<file path="config.mk">
export PLATFORM = sky130hd
export DESIGN_NAME = fetch_unit
export DESIGN_NICKNAME = d
export VERILOG_FILES = /design/src/rtl/fetch_unit.sv
export SDC_FILE = /design/constraint.sdc
export NUM_CORES = 1
export LEC_CHECK = 0
export ABC_AREA = 1
export BUFFER_PORTS_ARGS = -buffer_cell sky130_fd_sc_hd__clkbuf_2
export CORE_MARGIN = 3
export CORE_UTILIZATION = 50
export DETAILED_ROUTE_END_ITERATION = 16
export PLACE_DENSITY_LB_ADDON = 0.15
export SKIP_LAST_GASP = 1
export SLEW_MARGIN = 5
export SYNTH_ARGS = -nofsm -noshare
export SYNTH_HDL_FRONTEND = slang
export SYNTH_SLANG_ARGS = --single-unit
</file>
<file path="constraint.sdc">
create_clock -name clk -period 2.15 [get_ports clk]
set_input_delay 0.3225 -clock clk [delete_from_list [all_inputs] [get_ports clk]]
set_output_delay 0.3225 -clock clk [all_outputs]
set_load 0.005 [all_outputs]
</file>
<file path="src/rtl/fetch_unit.sv">
// ----------------------------------------------------------------------------
// fetch_unit
//   Instruction fetch stage. Issues word fetches to instruction memory over a
//   req/rdy handshake (one request outstanding, variable latency), buffers up
//   to two returned words in a small FIFO and presents the head entry to the
//   IF/ID register. Taken-branch redirects from decode flush the buffer and
//   re-steer fetch. Fetching stops after an HLT word has been captured.
//
// Ports
//   clk          in   1   system clock
//   rst_n        in   1   synchronous active-low reset
//   imem_req     out  1   request valid; imem_addr valid while high
//   imem_addr    out  16  fetch byte address
//   imem_rdy     in   1   request completes in a cycle with imem_req && imem_rdy
//   imem_data    in   16  instruction word, valid with imem_rdy
//   stall        in   1   head entry is not consumed this cycle
//   redirect     in   1   taken branch from decode
//   redirect_pc  in   16  branch target, valid with redirect
//   inst_valid   out  1   head entry valid
//   pc_inst      out  16  head instruction word
//   pc_next      out  16  head address + 2
//   halted       out  1   HLT captured and no request outstanding
// ----------------------------------------------------------------------------
module fetch_unit #(
    parameter logic [15:0] RESET_PC   = 16'h0000,
    parameter logic [3:0]  HLT_OPCODE = 4'hF
) (
    input  logic        clk,
    input  logic        rst_n,
    output logic        imem_req,
    output logic [15:0] imem_addr,
    input  logic        imem_rdy,
    input  logic [15:0] imem_data,
    input  logic        stall,
    input  logic        redirect,
    input  logic [15:0] redirect_pc,
    output logic        inst_valid,
    output logic [15:0] pc_inst,
    output logic [15:0] pc_next,
    output logic        halted
);

    localparam int DEPTH = 2;

    // Request / control state
    logic        req_q,       req_d;
    logic [15:0] addr_q,      addr_d;
    logic [15:0] fetch_pc_q,  fetch_pc_d;
    logic        discard_q,   discard_d;
    logic        halt_seen_q, halt_seen_d;
    logic [1:0]  count_q,     count_d;

    // Buffer storage: entry 0 is the head, entry 1 the skid slot
    logic [15:0] buf_inst_q [DEPTH];
    logic [15:0] buf_inst_d [DEPTH];
    logic [15:0] buf_pc_q   [DEPTH];
    logic [15:0] buf_pc_d   [DEPTH];

    logic        complete;
    logic        deq;
    logic        enq;
    logic [15:0] enq_pc;

    assign complete = req_q & imem_rdy;
    assign deq      = (count_q != 2'd0) & ~stall;
    // A completing word is kept only if it is not a leftover from before a
    // redirect and no redirect is flushing the buffer this cycle.
    assign enq      = complete & ~discard_q & ~redirect;
    assign enq_pc   = addr_q + 16'd2;

    always_comb begin
        req_d       = req_q;
        addr_d      = addr_q;
        fetch_pc_d  = fetch_pc_q;
        discard_d   = discard_q;
        halt_seen_d = halt_seen_q;
        count_d     = count_q;
        for (int i = 0; i < DEPTH; i++) begin
            buf_inst_d[i] = buf_inst_q[i];
            buf_pc_d[i]   = buf_pc_q[i];
        end

        if (redirect) begin
            count_d     = 2'd0;
            fetch_pc_d  = redirect_pc;
            halt_seen_d = 1'b0;
            if (req_q && !complete) begin
                // Handshake must stay stable: keep the old request on the
                // bus and throw its word away when it finally returns.
                discard_d = 1'b1;
            end else begin
                req_d     = 1'b0;
                discard_d = 1'b0;
            end
        end else begin
            if (complete) begin
                req_d = 1'b0;
                if (discard_q) begin
                    // fetch_pc already points at the redirect target
                    discard_d = 1'b0;
                end else begin
                    fetch_pc_d = fetch_pc_q + 16'd2;
                    if (imem_data[15:12] == HLT_OPCODE) begin
                        halt_seen_d = 1'b1;
                    end
                end
            end

            unique case ({deq, enq})
                2'b11: begin
                    if (count_q == 2'd2) begin
                        buf_inst_d[0] = buf_inst_q[1];
                        buf_pc_d[0]   = buf_pc_q[1];
                        buf_inst_d[1] = imem_data;
                        buf_pc_d[1]   = enq_pc;
                    end else begin
                        buf_inst_d[0] = imem_data;
                        buf_pc_d[0]   = enq_pc;
                    end
                end
                2'b10: begin
                    buf_inst_d[0] = buf_inst_q[1];
                    buf_pc_d[0]   = buf_pc_q[1];
                    count_d       = count_q - 2'd1;
                end
                2'b01: begin
                    if (count_q == 2'd0) begin
                        buf_inst_d[0] = imem_data;
                        buf_pc_d[0]   = enq_pc;
                    end else begin
                        buf_inst_d[1] = imem_data;
                        buf_pc_d[1]   = enq_pc;
                    end
                    count_d = count_q + 2'd1;
                end
                default: begin
                end
            endcase

            // Start only when the buffer will still have room after the
            // word of this request lands; uses post-enqueue occupancy and
            // the halt flag including an HLT captured this very cycle.
            if (!req_d && (count_d < 2'd2) && !halt_seen_d) begin
                req_d  = 1'b1;
                addr_d = fetch_pc_d;
            end
        end
    end

    always_ff @(posedge clk) begin
        if (!rst_n) begin
            req_q       <= 1'b0;
            addr_q      <= 16'h0000;
            fetch_pc_q  <= RESET_PC;
            discard_q   <= 1'b0;
            halt_seen_q <= 1'b0;
            count_q     <= 2'd0;
        end else begin
            req_q       <= req_d;
            addr_q      <= addr_d;
            fetch_pc_q  <= fetch_pc_d;
            discard_q   <= discard_d;
            halt_seen_q <= halt_seen_d;
            count_q     <= count_d;
        end
    end

    genvar gi;
    generate
        for (gi = 0; gi < DEPTH; gi++) begin : g_buf
            always_ff @(posedge clk) begin
                if (!rst_n) begin
                    buf_inst_q[gi] <= 16'h0000;
                    buf_pc_q[gi]   <= 16'h0000;
                end else begin
                    buf_inst_q[gi] <= buf_inst_d[gi];
                    buf_pc_q[gi]   <= buf_pc_d[gi];
                end
            end
        end
    endgenerate

    assign imem_req   = req_q;
    assign imem_addr  = addr_q;
    assign inst_valid = (count_q != 2'd0);
    assign pc_inst    = buf_inst_q[0];
    assign pc_next    = buf_pc_q[0];
    assign halted     = halt_seen_q & ~req_q;

endmodule

</file>
* Word-level counts from Yosys, hierarchy flattened
Memories as Yosys holds them, arrays and structs flattened.
Index checks and enable logic that the tools add are counted.
** Storage, ports and cells
- Flip-flop bits (word level) :: 37
- Bits in writable memories :: 64
- Bits of input ports :: 37
- Output and inout bits :: 51
- Memories kept :: 2
** Memories
- buf_inst_q :: depth 2, bits a word 16, rd ports 2, clocked after Yosys merged registers in 0, write ports 2, line 54 : logic [15:0] buf_inst_q [DEPTH];
- buf_pc_q :: depth 2, bits a word 16, rd ports 2, clocked after Yosys merged registers in 0, write ports 2, line 56 : logic [15:0] buf_pc_q [DEPTH];
** Operators by class
- $add $sub $neg :: 4
- Magnitude comparators :: 1
- Eq/ne operators :: 6
- Mux-type cells :: 37
- Bitwise logic cells :: 14
- Reduce and logical (&&, ||, !) cells :: 11
** Operators by type and width (number)
- 2-to-1 mux 16 bit :: 15
- case mux 16 bit (3 select lines) :: 2
- 2-to-1 mux 32 bit :: 2
- case mux 16 bit (2 select lines) :: 2
- adder 16 x 2 -> 16 bit, second input constant :: 2
- 2-to-1 mux 1 bit :: 14
- equality test 2 bit, second input constant :: 3
- AND 1 bit :: 5
- NOT 1 bit :: 5
- equality test 4 bit, second input constant :: 1
- bitwise OR 1 bit :: 4
- case mux 2 bit (2 select lines) :: 1
- nonzero test 2 bit :: 2
- logical AND 1 bit :: 3
- logical NOT 1 bit :: 3
- adder 2 x 1 -> 2 bit, second input constant :: 1
- equality test 2 x 1 -> 1 bit, second input constant :: 1
- logical NOT 2 bit :: 1
- < comparator 2 bit, second input constant :: 1
- 2-to-1 mux 2 bit :: 1
- != test 2 bit, second input constant :: 1
- AND reduction 2 bit :: 1
- OR reduction 2 bit :: 1
- subtractor 2 x 1 -> 2 bit, second input constant :: 1

* Logic depth before layout (Yosys ltp)
Gate-level depths: netlist (run 1).
- Depth after elaboration :: 11
- Depth in mapped cells :: 13
- Gate-level depth less buffers :: 11

* Worst setup path after synthesis (run 1)
OpenSTA, ideal clock, no wires.
- Path kind :: register -> register
- Start :: reg req_q (netlist: imem_req)
- End :: mem buf_pc_q[0][14]
- Library setup time :: 0.070 ns
- Arrival :: 2.009 ns
- Setup slack :: 0.071 ns
- Stages on the path, launching flop included :: 10
- Path buffers :: 3
- Period minus slack after synthesis :: 2.079 ns
- Cells stage by stage :: dfxtp_1 > nand3_2 > nor2_4 > ha_1 > clkbuf_1 > clkinv_1 > clkbuf_1 > clkbuf_1 > nand2_1 > a21oi_1
** RTL lines
- start, declared :: line 46 : logic req_q, req_d;
- start signal, assigned :: line 159 : req_q <= req_d;
- end, declared :: line 56

* Worst setup path after layout (run 1)
- Start :: reg discard_q
- End :: reg addr_q[12] (netlist: imem_addr[12])
** On the way
- Cells in the longest elaborated chain, start to end :: 10
- Elaborated cells on any way between the ends :: 17
- Those cells by class :: order compare (1); eq/ne (2); mux (7); bitwise (3); reduce/logical (4)
** RTL lines
- start, declared :: line 49 : logic discard_q, discard_d;
- start signal, assigned :: line 162 : discard_q <= discard_d;
- NOT 1 bit :: line 68 : assign enq = complete & ~discard_q & ~redirect;
- AND 1 bit (2 in a row) :: line 68
- equality test 2 x 1 -> 1 bit / equality test 2 bit (equally long branches) :: line 109 : unique case ({deq, enq})
- case mux 2 bit (2 select lines) :: line 109
- 2-to-1 mux 2 bit :: line 83 : if (redirect) begin
- < comparator 2 bit :: line 143 : if (!req_d && (count_d < 2'd2) && !halt_seen_d) begin
- logical AND 1 bit (2 in a row) :: line 143
- AND reduction 2 bit (no line)
- end signal, assigned :: line 160 : addr_q <= addr_d;
- end, declared :: line 47 : logic [15:0] addr_q, addr_d;
Several ways; a longest one is shown, not always the timed one. The select of a mux whose other input is x is not followed.
A chain may end at the register's enable or synchronous reset.

==> results of run 1 <==
## sequential cells by signal, summed over array words and instances (netlist names)
name	cells
fetch_pc_q	16
buf_pc_q	32
imem_req	1
imem_addr	16
buf_inst_q	32
count_q	2
halt_seen_q	1
discard_q	1
## report_power, final
part           switching, mW  internal [mW]
combinational          0.411          0.246
sequential            0.0945           1.96
clock                  0.690          0.806
total                   1.20           3.02
## repair_timing
item                                    4_1_cts  5_1_grt
hold buffers                                  0        0
endpoints found under the setup margin        0        7
gates resized for setup                       0        1
buffers inserted                              0        0
## area by class of cell
class,count,area [sq um]
clock buffer,10,137.6
clock inverter,6,108.9
fill,1009,4164
inverter,121,454.2
multi-input combinational,555,2749
sequential,101,2022
tap,136,170.2
timing repair buffer,107,610.6
## synth_stat cells (all sizes together), types with 12 or more instances
library cell | number | area share, %
o21ai | 116 | 11
dfxtp | 101 | 37
o211ai | 12 | 1.7
clkbuf | 28 | 1.9
nand3 | 39 | 4.4
buf | 17 | 1.7
nand2 | 167 | 12
a21oi | 69 | 6.6
a31oi | 23 | 2.7
nor2 | 79 | 5.8
o22ai | 18 | 2.1
inv | 117 | 8.1
## critical path: stages, from the launching register on
cell,delay (ns)
sky130_fd_sc_hd__dfxtp_1,0.36
sky130_fd_sc_hd__inv_2,0.07
sky130_fd_sc_hd__nand3_2,0.13
sky130_fd_sc_hd__nor2_4,0.18
sky130_fd_sc_hd__ha_1,0.27
sky130_fd_sc_hd__clkinv_1,0.14
sky130_fd_sc_hd__nand3_2,0.11
sky130_fd_sc_hd__nand2_2,0.13
sky130_fd_sc_hd__nand3_4,0.19
sky130_fd_sc_hd__nand2_1,0.11
sky130_fd_sc_hd__inv_1,0.04
sky130_fd_sc_hd__nor2_1,0.12
## through the flow
stage,instances,total power [mW],util [%],setup slack (ns)
after global routing,1036,4.408,60.02,0.01174
after CTS,1035,4.215,59.86,0.1755
final,1036,4.211,60.02,0.2169
after global placement,1019,2.723,57.49,0.2549
after floorplan,821,2.496,-,0.07104
after detailed placement,1019,2.743,57.49,0.1341
## cell families (layout without fill, tap and decap cells)
kind of cell / after synthesis / count (layout) / synth area share [%]
AND/OR/NAND/NOR: 297 / 298 / 23.37
multiplexers: 1 / 1 / 0.1853
adder cells (fa/ha/maj): 4 / 4 / 0.9264
XOR/XNOR: 13 / 13 / 2.107
buffers and inverters: 166 / 244 / 12.02
AO/OA/AOI/OAI: 239 / 239 / 23.97
flip-flops: 101 / 101 / 37.42
## path summary, 6_finish.rpt
kind / startpoint / slack, ns / cells after the start / to
max reg2reg: discard_q / 0.22 / 11 / imem_addr[12]
min reg2reg: buf_pc_q[1][10] / 0.53 / 2 / buf_pc_q[1][10]
max: discard_q / 0.22 / 11 / imem_addr[12]
min: redirect_pc[4] / 0.17 / 3 / fetch_pc_q[4]
## per-layer routing
layer  vias up  wire (um)
li1       2841          -
met1      2584       6715
met2       209       6726
met3        16        998
met4         0        204
met5         -          0
==> tab_implementation.tex, run 1 <==
\begin{tabular}{lr}
\hline
Metric & Value \\
\hline
\multicolumn{2}{l}{\textbf{Clock network}} \\
CTS Root Cell & sky130\_fd\_sc\_hd\_\_clkbuf\_8 \\
Clock transition at the registers of the reported paths & 0.10 ns \\
Largest buffer count on any clock path & 2 \\
TritonCTS sink count & 101 \\
TritonCTS clock tree & built \\
H-Tree Level Count & 3 \\
CTS buffer count & 9 \\
Insertion delay of the later-clocked pin in the worst-skew pair & 0.36 ns \\
\multicolumn{2}{l}{\textbf{Routing}} \\
Drt drc & 0 \\
First DRT Iteration DRCs & 564 \\
Average wire length per cell after detail routing & 14.14 um \\
Detail Route Antenna Nets & 0 \\
Total length of routed wires & approximately 15000 um \\
Via density per instance & 5.454 \\
Router iterations before antenna repair & 7 \\
Via count & around 5700 \\
\multicolumn{2}{l}{\textbf{GRT}} \\
Met3 Use GR & 2.760\% \\
Residual overflow from global routing & 0 \\
Pin count of the biggest net entering global routing & 42 \\
Via count of the first global-routing pass & $\sim$5100 \\
GR met2 Demand/Resource & 40.29\% \\
Grt met1 use & 33.84\% \\
Initial antenna violation count & 0 \\
Most congested layer reported by global routing & met2 \\
Global-route wire length before repair & 23920 um \\
Overall global routing resource usage & 24.55\% \\
\multicolumn{2}{l}{\textbf{Cells and area}} \\
Most common cell after layout, fill and taps aside & sky130\_fd\_sc\_hd\_\_nand2\_1 \\
Finished Cell Area & 0.006252 sq mm \\
Leading cell types in the layout, fill and taps excluded & sky130\_fd\_sc\_hd\_\_nand2\_1 (166), sky130\_fd\_sc\_hd\_\_inv\_1 (110), sky130\_fd\_sc\_hd\_\_o21ai\_0 (101), sky130\_fd\_sc\_hd\_\_dfxtp\_1 (101), sky130\_fd\_sc\_hd\_\_clkbuf\_2 (87) \\
Area added between synthesis and finish & 15.72\% \\
Diode count & 0 \\
Final Net Count & between 900 and 1000 \\
Fraction of final layout cells sized beyond drive strength 1 & roughly 16\% \\
\multicolumn{2}{l}{\textbf{Critical path}} \\
Critical path launch point type & flop \\
WP data arrival & 2.23 ns \\
Setup CP Type & reg2reg \\
Required time of the critical path & 2.45 ns \\
Maximum fanout encountered on the critical timing path & 14 \\
CP Capture Type & flop \\
\multicolumn{2}{l}{\textbf{Floorplan}} \\
Overall die width & 110.0 um \\
Area of the die & 0.01209 sq mm \\
Initial standard-cell utilization of the core & 51.87\% \\
Boundary pin count & 88 \\
Core area & around 0.010 sq mm \\
Overall die height & about 110 um \\
Rows & 37 \\
\multicolumn{2}{l}{\textbf{Logic synthesis}} \\
Portion of the post-synthesis area used by sequential elements & 37.42\% \\
Number of distinct library cell variants in the gate-level netlist after synthesis & 34 \\
Combined area of all synthesized cells & 0.005403 sq mm \\
Asr flop ratio synth & 0\% \\
Main synth FF type & sky130\_fd\_sc\_hd\_\_dfxtp\_1 \\
Flip-flop and latch count after synthesis & around 100 \\
Number of standard cells after synthesis & $\sim$820 \\
Count of synthesis-stage warnings from yosys & 0 \\
Post-Synthesis Net Count & between 800 and 900 \\
Avg Inst Size Synth & 6.581 sq um \\
EDFF count, synth & 0 \\
\multicolumn{2}{l}{\textbf{STA}} \\
Maximum achievable frequency & 517.3 MHz \\
Relative slew slack & 69.45\% \\
Count of endpoints failing setup in the final report & 0 \\
Total Neg Setup Slack & 0 ns \\
Endpoints failing hold & 0 \\
Worst Tran Pin Value & 0.4568 ns \\
Worst hold margin & 0.1702 ns \\
Final Skew & 0.006852 ns \\
Minimum clock period & 1.933 ns \\
Setup repair after global routing missed its margin & false \\
Post-route clock period utilization & 89.91\% \\
Number of pins exceeding their max-slew limit in the final report & 0 \\
\multicolumn{2}{l}{\textbf{Power}} \\
Largest voltage drop on the vdd net & 0.4276 mV \\
Power per cell area & just under 700 mW/mm\^{}2 \\
Pleak & about 2.9 nW \\
\multicolumn{2}{l}{\textbf{Place}} \\
Number of I/O port buffers & 87 \\
Post-detailed-placement cell area & approximately 0.006 sq mm \\
Routability congestion estimate from global placement & 0.9347 \\
Placed wire-length estimate & 10390 um \\
\multicolumn{2}{l}{\textbf{Job}} \\
Count of maximum capacitance violations & 0 \\
\multicolumn{2}{l}{\textbf{Worst hold path}} \\
Worst hold path class & in2reg \\
\multicolumn{2}{l}{\textbf{Outcome}} \\
Result of the run & complete, no violations \\
\hline
\end{tabular}
Power figures use the tool's default switching activity.
==> inputs of run 2 (changes only) <==
--- a/config.mk
+++ b/config.mk
@@ -6,9 +6,10 @@
 export NUM_CORES = 1
 export LEC_CHECK = 0
 export ABC_AREA = 1
-export BUFFER_PORTS_ARGS = -buffer_cell sky130_fd_sc_hd__clkbuf_2
+export BUFFER_PORTS_ARGS = -buffer_cell sky130_fd_sc_hd__buf_4
 export CORE_MARGIN = 3
 export CORE_UTILIZATION = 50
+export CTS_BUF_LIST = sky130_fd_sc_hd__clkbuf_16
 export DETAILED_ROUTE_END_ITERATION = 16
 export PLACE_DENSITY_LB_ADDON = 0.15
 export SKIP_LAST_GASP = 1
==> tab_implementation.tex, run 2 (synthesis gave the netlist of run 1 again) <==
\begin{tabular}{lr}
\hline
Metric & Value \\
\hline
\multicolumn{2}{l}{\textbf{Outcome}} \\
Result of the run & complete, no violations \\
\multicolumn{2}{l}{\textbf{Clock network}} \\
Clock transition at the registers of the reported paths & 0.07 ns (-0.03 ns) \\
TritonCTS sink count & 101 (unchanged) \\
Post-CTS setup buffers & 0 (unchanged) \\
CTS buffer count & 9 (unchanged) \\
CTS Root Cell & sky130\_fd\_sc\_hd\_\_clkbuf\_16 \\
Number of hold-repair buffers added at the cts stage & 0 (unchanged) \\
Number of instances resized during post-cts repair & 0 (unchanged) \\
TritonCTS clock tree & built \\
Largest buffer count on any clock path & 2 (unchanged) \\
H-Tree Level Count & 3 (unchanged) \\
Insertion delay of the later-clocked pin in the worst-skew pair & 0.34 ns (-0.02 ns) \\
\multicolumn{2}{l}{\textbf{STA}} \\
Final Skew & 0.008892 ns (+0.002040 ns) \\
Worst Tran Pin Value & 0.4616 ns (+0.004765 ns) \\
Maximum achievable frequency & 507.3 MHz (-1.9\%) \\
Endpoints failing hold & 0 (unchanged) \\
Post-route clock period utilization & 91.68\% (+1.8 points) \\
Relative slew slack & 69.13\% (-0.32 points) \\
Count of endpoints failing setup in the final report & 0 (unchanged) \\
Total Neg Setup Slack & 0 ns (unchanged) \\
Number of pins exceeding their max-slew limit in the final report & 0 (unchanged) \\
PnR worst setup slack & 0.1789 ns (-0.03801 ns) \\
Minimum clock period & 1.971 ns (+0.03801 ns) \\
Setup repair after global routing missed its margin & false \\
\multicolumn{2}{l}{\textbf{Floorplan}} \\
Overall die height & 110.0 um (unchanged) \\
Area of the die & 0.01209 sq mm (unchanged) \\
Initial standard-cell utilization of the core & 51.87\% (unchanged) \\
Core area & 0.01042 sq mm (unchanged) \\
Boundary pin count & 88 (unchanged) \\
Overall die width & 110.0 um (unchanged) \\
Rows & 37 (unchanged) \\
\multicolumn{2}{l}{\textbf{GRT}} \\
Global-route wire length before repair & 24540 um (+2.6\%) \\
Via count of the first global-routing pass & 5264 (+4.1\%) \\
Initial antenna violation count & 0 (unchanged) \\
Pin count of the biggest net entering global routing & 64 (+52\%) \\
Residual overflow from global routing & 0 (unchanged) \\
Overall global routing resource usage & 25.22\% (+0.67 points) \\
\multicolumn{2}{l}{\textbf{Place}} \\
Worst slack, placed & 0.1981 ns (+0.06405 ns) \\
Number of I/O port buffers & 87 (unchanged) \\
Placed wire-length estimate & 10150 um (-2.4\%) \\
Routability congestion estimate from global placement & 0.9208 (-1.5\%) \\
Cell count after placement & 1014 (-0.49\%) \\
\multicolumn{2}{l}{\textbf{Critical path}} \\
Family with the most delay on the worst path & flip-flops \\
Maximum fanout encountered on the critical timing path & 28 (+14) \\
Reg-to-Reg Start & imem\_req \\
Worst Reg2Reg Path Length in Cells & 8 (-3) \\
Required time of the critical path & 2.38 ns (-0.07 ns) \\
Count of buffering cells on the critical path with inverters included & 2 (-1) \\
CP Capture Type & flop \\
Crit path largest cell delay & 0.44 ns (+0.08 ns) \\
Critical path launch point type & flop \\
Critical path's slowest cell & sky130\_fd\_sc\_hd\_\_dfxtp\_1 \\
Endpoint of the most critical register-to-register path & buf\_pc\_q[0][8] \\
Register-to-register setup slack & 0.18 ns (-0.04 ns) \\
WP data arrival & 2.20 ns (-0.03 ns) \\
Critical Path, Cell by Cell & nand3\_2 -> nor2\_4 -> ha\_1 -> clkinv\_1 -> buf\_4 -> o21ai\_0 -> o22ai\_1 -> a21oi\_1 \\
Setup CP Type & reg2reg \\
\multicolumn{2}{l}{\textbf{Routing}} \\
Router iterations before antenna repair & 5 (-2) \\
Via density per instance & 5.399 (-1.0\%) \\
Average wire length per cell after detail routing & 14.19 um (+0.39\%) \\
Drt drc & 0 (unchanged) \\
Total length of routed wires & 14620 um (-0.19\%) \\
First DRT Iteration DRCs & 540 (-4.3\%) \\
Via count & 5561 (-1.6\%) \\
Detail Route Antenna Nets & 0 (unchanged) \\
\multicolumn{2}{l}{\textbf{Job}} \\
Count of maximum capacitance violations & 0 (unchanged) \\
\multicolumn{2}{l}{\textbf{Cells and area}} \\
Biggest registers after layout & buf\_inst\_q (32), buf\_pc\_q (32) \\
Leading cell types in the layout, fill and taps excluded & sky130\_fd\_sc\_hd\_\_nand2\_1 (166), sky130\_fd\_sc\_hd\_\_inv\_1 (110), sky130\_fd\_sc\_hd\_\_o21ai\_0 (101), sky130\_fd\_sc\_hd\_\_dfxtp\_1 (101), sky130\_fd\_sc\_hd\_\_buf\_4 (100) \\
Fraction of final layout cells sized beyond drive strength 1 & 15.44\% (-0.56 points) \\
Utilization after layout & 62.62\% (+2.6 points) \\
Final Net Count & 931 (-0.53\%) \\
Post-route non-filler standard cell count & 1030 (-0.58\%) \\
Diode count & 0 (unchanged) \\
Area added between synthesis and finish & 20.73\% \\
Most common cell after layout, fill and taps aside & sky130\_fd\_sc\_hd\_\_nand2\_1 \\
\multicolumn{2}{l}{\textbf{Worst hold path}} \\
Worst hold path class & in2reg \\
Number of stages on the worst hold path & 3 (unchanged) \\
HP Start & redirect\_pc[2] \\
Hold EP & fetch\_pc\_q[2] \\
\multicolumn{2}{l}{\textbf{Power}} \\
Pleak & 2.973 nW (+2.5\%) \\
Power per cell area & 707.0 mW/mm\^{}2 (+5.0\%) \\
Largest voltage drop on the vdd net & 0.4473 mV (+4.6\%) \\
Post-layout power & 4.612 mW (+9.5\%) \\
\hline
\end{tabular}
## run 2: how the worst max path moves through the flow
stage                        start              end  depth (start not counted)
after floorplan           imem_req  buf_pc_q[0][14]                          9
after global placement    imem_rdy   buf_pc_q[0][8]                          9
after detailed placement  imem_req    imem_addr[13]                          9
after CTS                 imem_req     imem_addr[4]                         10
after global routing      imem_req    imem_addr[11]                          9
final                     imem_req   buf_pc_q[0][8]                          8
## run 2: per-layer routing
layer	vias up	wire length (um)	global-route usage (%)
met5	-	0	0
met4	0	223	7.569
met3	22	1003	4.110
met2	196	6872	42.50
met1	2526	6517	33.05
li1	2817	-	-
## run 2: power breakdown
part	switching (mW)	internal (mW)	total (mW)
Combinational	0.408	0.296	0.703
Sequential	0.0959	1.96	2.06
Clock	0.715	1.13	1.85
## run 2: through the flow
step                hold WS (ns)  instance area (sq um)
floorplan                 0.4488                   5403
global placement          0.4631                   6168
detailed placement        0.4776                   6168
CTS                       0.1943                   6505
global route              0.1968                   6523
finish                    0.2029                   6523
## run 2: final cells by class
cell class | instances | area (sq um)
repair buffers | 102 | 790.8
fillers | 980 | 3894
flip-flops and latches | 101 | 2022
clock inverters | 6 | 111.4
inverters | 121 | 454.2
well taps | 136 | 170.2
clock buffers | 9 | 225.2
multi-input cells | 555 | 2749
## run 2: worst register-to-register path, stage by stage, from the launching register on
cell and delay (ns):
sky130_fd_sc_hd__dfxtp_1 0.44, sky130_fd_sc_hd__nand3_2 0.19, sky130_fd_sc_hd__nor2_4 0.17, sky130_fd_sc_hd__ha_1 0.27, sky130_fd_sc_hd__clkinv_1 0.12, sky130_fd_sc_hd__buf_4 0.32
sky130_fd_sc_hd__o21ai_0 0.15, sky130_fd_sc_hd__o22ai_1 0.13, sky130_fd_sc_hd__a21oi_1 0.08
==> inputs of run 3 (changes only) <==
==> constraint.sdc (replaced) <==
create_clock -name clk -period 2.2 [get_ports clk]
set_input_delay 0.33 -clock clk [delete_from_list [all_inputs] [get_ports clk]]
set_output_delay 0.33 -clock clk [all_outputs]
set_load 0.005 [all_outputs]
==> tab_implementation.tex, run 3 (synthesis gave the netlist of run 1 again) <==
\begin{tabular}{lr}
\hline
Metric & Value \\
\hline
\multicolumn{2}{l}{\textbf{Routing}} \\
Router iterations before antenna repair & 5 (unchanged) \\
Via count & 5548 (-0.23\%) \\
Detail Route Antenna Nets & 0 (unchanged) \\
Via density per instance & 5.386 (-0.23\%) \\
Total length of routed wires & 14460 um (-1.1\%) \\
Drt drc & 0 (unchanged) \\
First DRT Iteration DRCs & 302 (-44\%) \\
Average wire length per cell after detail routing & 14.04 um (-1.1\%) \\
\multicolumn{2}{l}{\textbf{Cells and area}} \\
Leading cell types in the layout, fill and taps excluded & sky130\_fd\_sc\_hd\_\_nand2\_1 (166), sky130\_fd\_sc\_hd\_\_inv\_1 (111), sky130\_fd\_sc\_hd\_\_o21ai\_0 (101), sky130\_fd\_sc\_hd\_\_dfxtp\_1 (101), sky130\_fd\_sc\_hd\_\_buf\_4 (100) \\
Utilization after layout & 61.80\% (-0.82 points) \\
Area added between synthesis and finish & 19.15\% \\
Most common cell after layout, fill and taps aside & sky130\_fd\_sc\_hd\_\_nand2\_1 \\
Fraction of final layout cells sized beyond drive strength 1 & 15.21\% (-0.22 points) \\
Biggest registers after layout & buf\_inst\_q (32), buf\_pc\_q (32) \\
Diode count & 0 (unchanged) \\
Final Net Count & 930 (-0.11\%) \\
\multicolumn{2}{l}{\textbf{Power}} \\
Largest voltage drop on the vdd net & 0.3580 mV (-20\%) \\
Power per cell area & 644.2 mW/mm\^{}2 (-8.9\%) \\
Pleak & 2.931 nW (-1.4\%) \\
\multicolumn{2}{l}{\textbf{STA}} \\
Relative slew slack & 74.30\% (+5.2 points) \\
Endpoints failing hold & 0 (unchanged) \\
Maximum achievable frequency & 496.1 MHz (-2.2\%) \\
Setup repair after global routing missed its margin & true \\
Final Skew & 0.01332 ns (+0.004428 ns) \\
Minimum clock period & 2.016 ns (+0.04484 ns) \\
Number of pins exceeding their max-slew limit in the final report & 0 (unchanged) \\
Worst Tran Pin Value & 0.3842 ns (-0.07735 ns) \\
Worst hold margin & 0.2096 ns (+0.006676 ns) \\
Count of endpoints failing setup in the final report & 0 (unchanged) \\
Post-route clock period utilization & 91.63\% (about the same) \\
\multicolumn{2}{l}{\textbf{Floorplan}} \\
Initial standard-cell utilization of the core & 51.87\% (unchanged) \\
Area of the die & 0.01209 sq mm (unchanged) \\
Boundary pin count & 88 (unchanged) \\
Core area & 0.01042 sq mm (unchanged) \\
Overall die height & 110.0 um (unchanged) \\
Overall die width & 110.0 um (unchanged) \\
Rows & 37 (unchanged) \\
\multicolumn{2}{l}{\textbf{Critical path}} \\
Required time of the critical path & 2.43 ns (+0.05 ns) \\
Critical path launch point type & flop \\
CP Capture Type & flop \\
Critical path's slowest cell & sky130\_fd\_sc\_hd\_\_dfxtp\_1 \\
Count of buffering cells on the critical path with inverters included & 2 (unchanged) \\
Setup CP Type & reg2reg \\
Maximum fanout encountered on the critical timing path & 28 (unchanged) \\
Critical Path, Cell by Cell & nand3\_2 -> nor2\_4 -> ha\_1 -> clkinv\_1 -> buf\_4 -> o21ai\_0 -> o22ai\_1 -> a21oi\_1 \\
Register-to-register setup slack & 0.18 ns (about the same) \\
Family with the most delay on the worst path & flip-flops \\
WP data arrival & 2.24 ns (+0.04 ns) \\
Crit path largest cell delay & 0.44 ns (about the same) \\
\multicolumn{2}{l}{\textbf{GRT}} \\
Pin count of the biggest net entering global routing & 64 (unchanged) \\
Overall global routing resource usage & 24.73\% (-0.49 points) \\
Global-route wire length before repair & 24080 um (-1.9\%) \\
Residual overflow from global routing & 0 (unchanged) \\
Initial antenna violation count & 0 (unchanged) \\
Via count of the first global-routing pass & 5192 (-1.4\%) \\
\multicolumn{2}{l}{\textbf{Clock network}} \\
Number of instances resized during post-cts repair & 0 (unchanged) \\
H-Tree Level Count & 3 (unchanged) \\
Number of hold-repair buffers added at the cts stage & 0 (unchanged) \\
Largest buffer count on any clock path & 2 (unchanged) \\
Post-CTS setup buffers & 0 (unchanged) \\
Clock transition at the registers of the reported paths & 0.07 ns (about the same) \\
TritonCTS sink count & 101 (unchanged) \\
CTS Root Cell & sky130\_fd\_sc\_hd\_\_clkbuf\_16 \\
TritonCTS clock tree & built \\
Insertion delay of the later-clocked pin in the worst-skew pair & 0.34 ns (about the same) \\
CTS buffer count & 9 (unchanged) \\
\multicolumn{2}{l}{\textbf{Worst hold path}} \\
Worst hold path class & in2reg \\
\multicolumn{2}{l}{\textbf{Place}} \\
Routability congestion estimate from global placement & 0.9219 (+0.12\%) \\
Placed wire-length estimate & 10180 um (+0.36\%) \\
Number of I/O port buffers & 87 (unchanged) \\
\multicolumn{2}{l}{\textbf{Outcome}} \\
Result of the run & complete, no violations \\
\multicolumn{2}{l}{\textbf{Job}} \\
Count of maximum capacitance violations & 0 (unchanged) \\
\hline
\end{tabular}
-- run 3: changes by cell type in the layout (fill, tap and decap cells not counted), sizes merged --
cell / change
clkinv: +2
clkinvlp: +2
nand3: -1
bufinv: -3
-- run 3: metal layers --
metal | share of wire (%) | GRT usage, % | wire (um) | up-vias
li1 | - | - | - | 2812
met1 | 46 | 32.29 | 6583 | 2549
met2 | 48 | 42.72 | 6951 | 177
met3 | 5.6 | 3.817 | 811 | 10
met4 | 0.77 | 5.966 | 112 | 0
met5 | 0 | 0 | 0 | -
-- run 3: worst min-delay path: stages --
cell and delay, ns:
sky130_fd_sc_hd__buf_4 0.08, sky130_fd_sc_hd__o211ai_1 0.07, sky130_fd_sc_hd__inv_1 0.05
-- run 3: metrics by stage --
step / std cells / power (mW) / setup WS, ns / area (sq um) / TNS, ns
final: 1030 / 4.147 / 0.1841 / 6437 / 0
after global routing: 1030 / 4.355 / -0.002028 / 6437 / -0.002028
after CTS: 1030 / 4.175 / 0.1982 / 6437 / 0
after detailed placement: 1014 / 2.730 / 0.2295 / 6168 / 0
after global placement: 1014 / 2.711 / 0.3116 / 6168 / 0
after floorplan: 821 / 2.440 / 0.1210 / 5403 / 0
-- run 3: where the power goes --
| part | switching, mW | internal (mW) |
|---|---|---|
| Combinational | 0.395 | 0.287 |
| Clock | 0.693 | 0.760 |
| Sequential | 0.0924 | 1.92 |
-- run 3: final timing paths --
kind | from | end | cells past startpoint
min | redirect_pc[2] | fetch_pc_q[2] | 3
max | imem_req | buf_pc_q[0][8] | 8
min reg2reg | fetch_pc_q[0] | imem_addr[0] | 2
max reg2reg | imem_req | buf_pc_q[0][8] | 8
-- run 3: cell type report --
type	instances	area [sq um]
flip-flops and latches	101	2022
well taps	136	170.2
fillers	966	3979
clock buffers	9	225.2
inverters	121	454.2
multi-input cells	554	2731
repair buffers	102	790.8
clock inverters	7	43.79
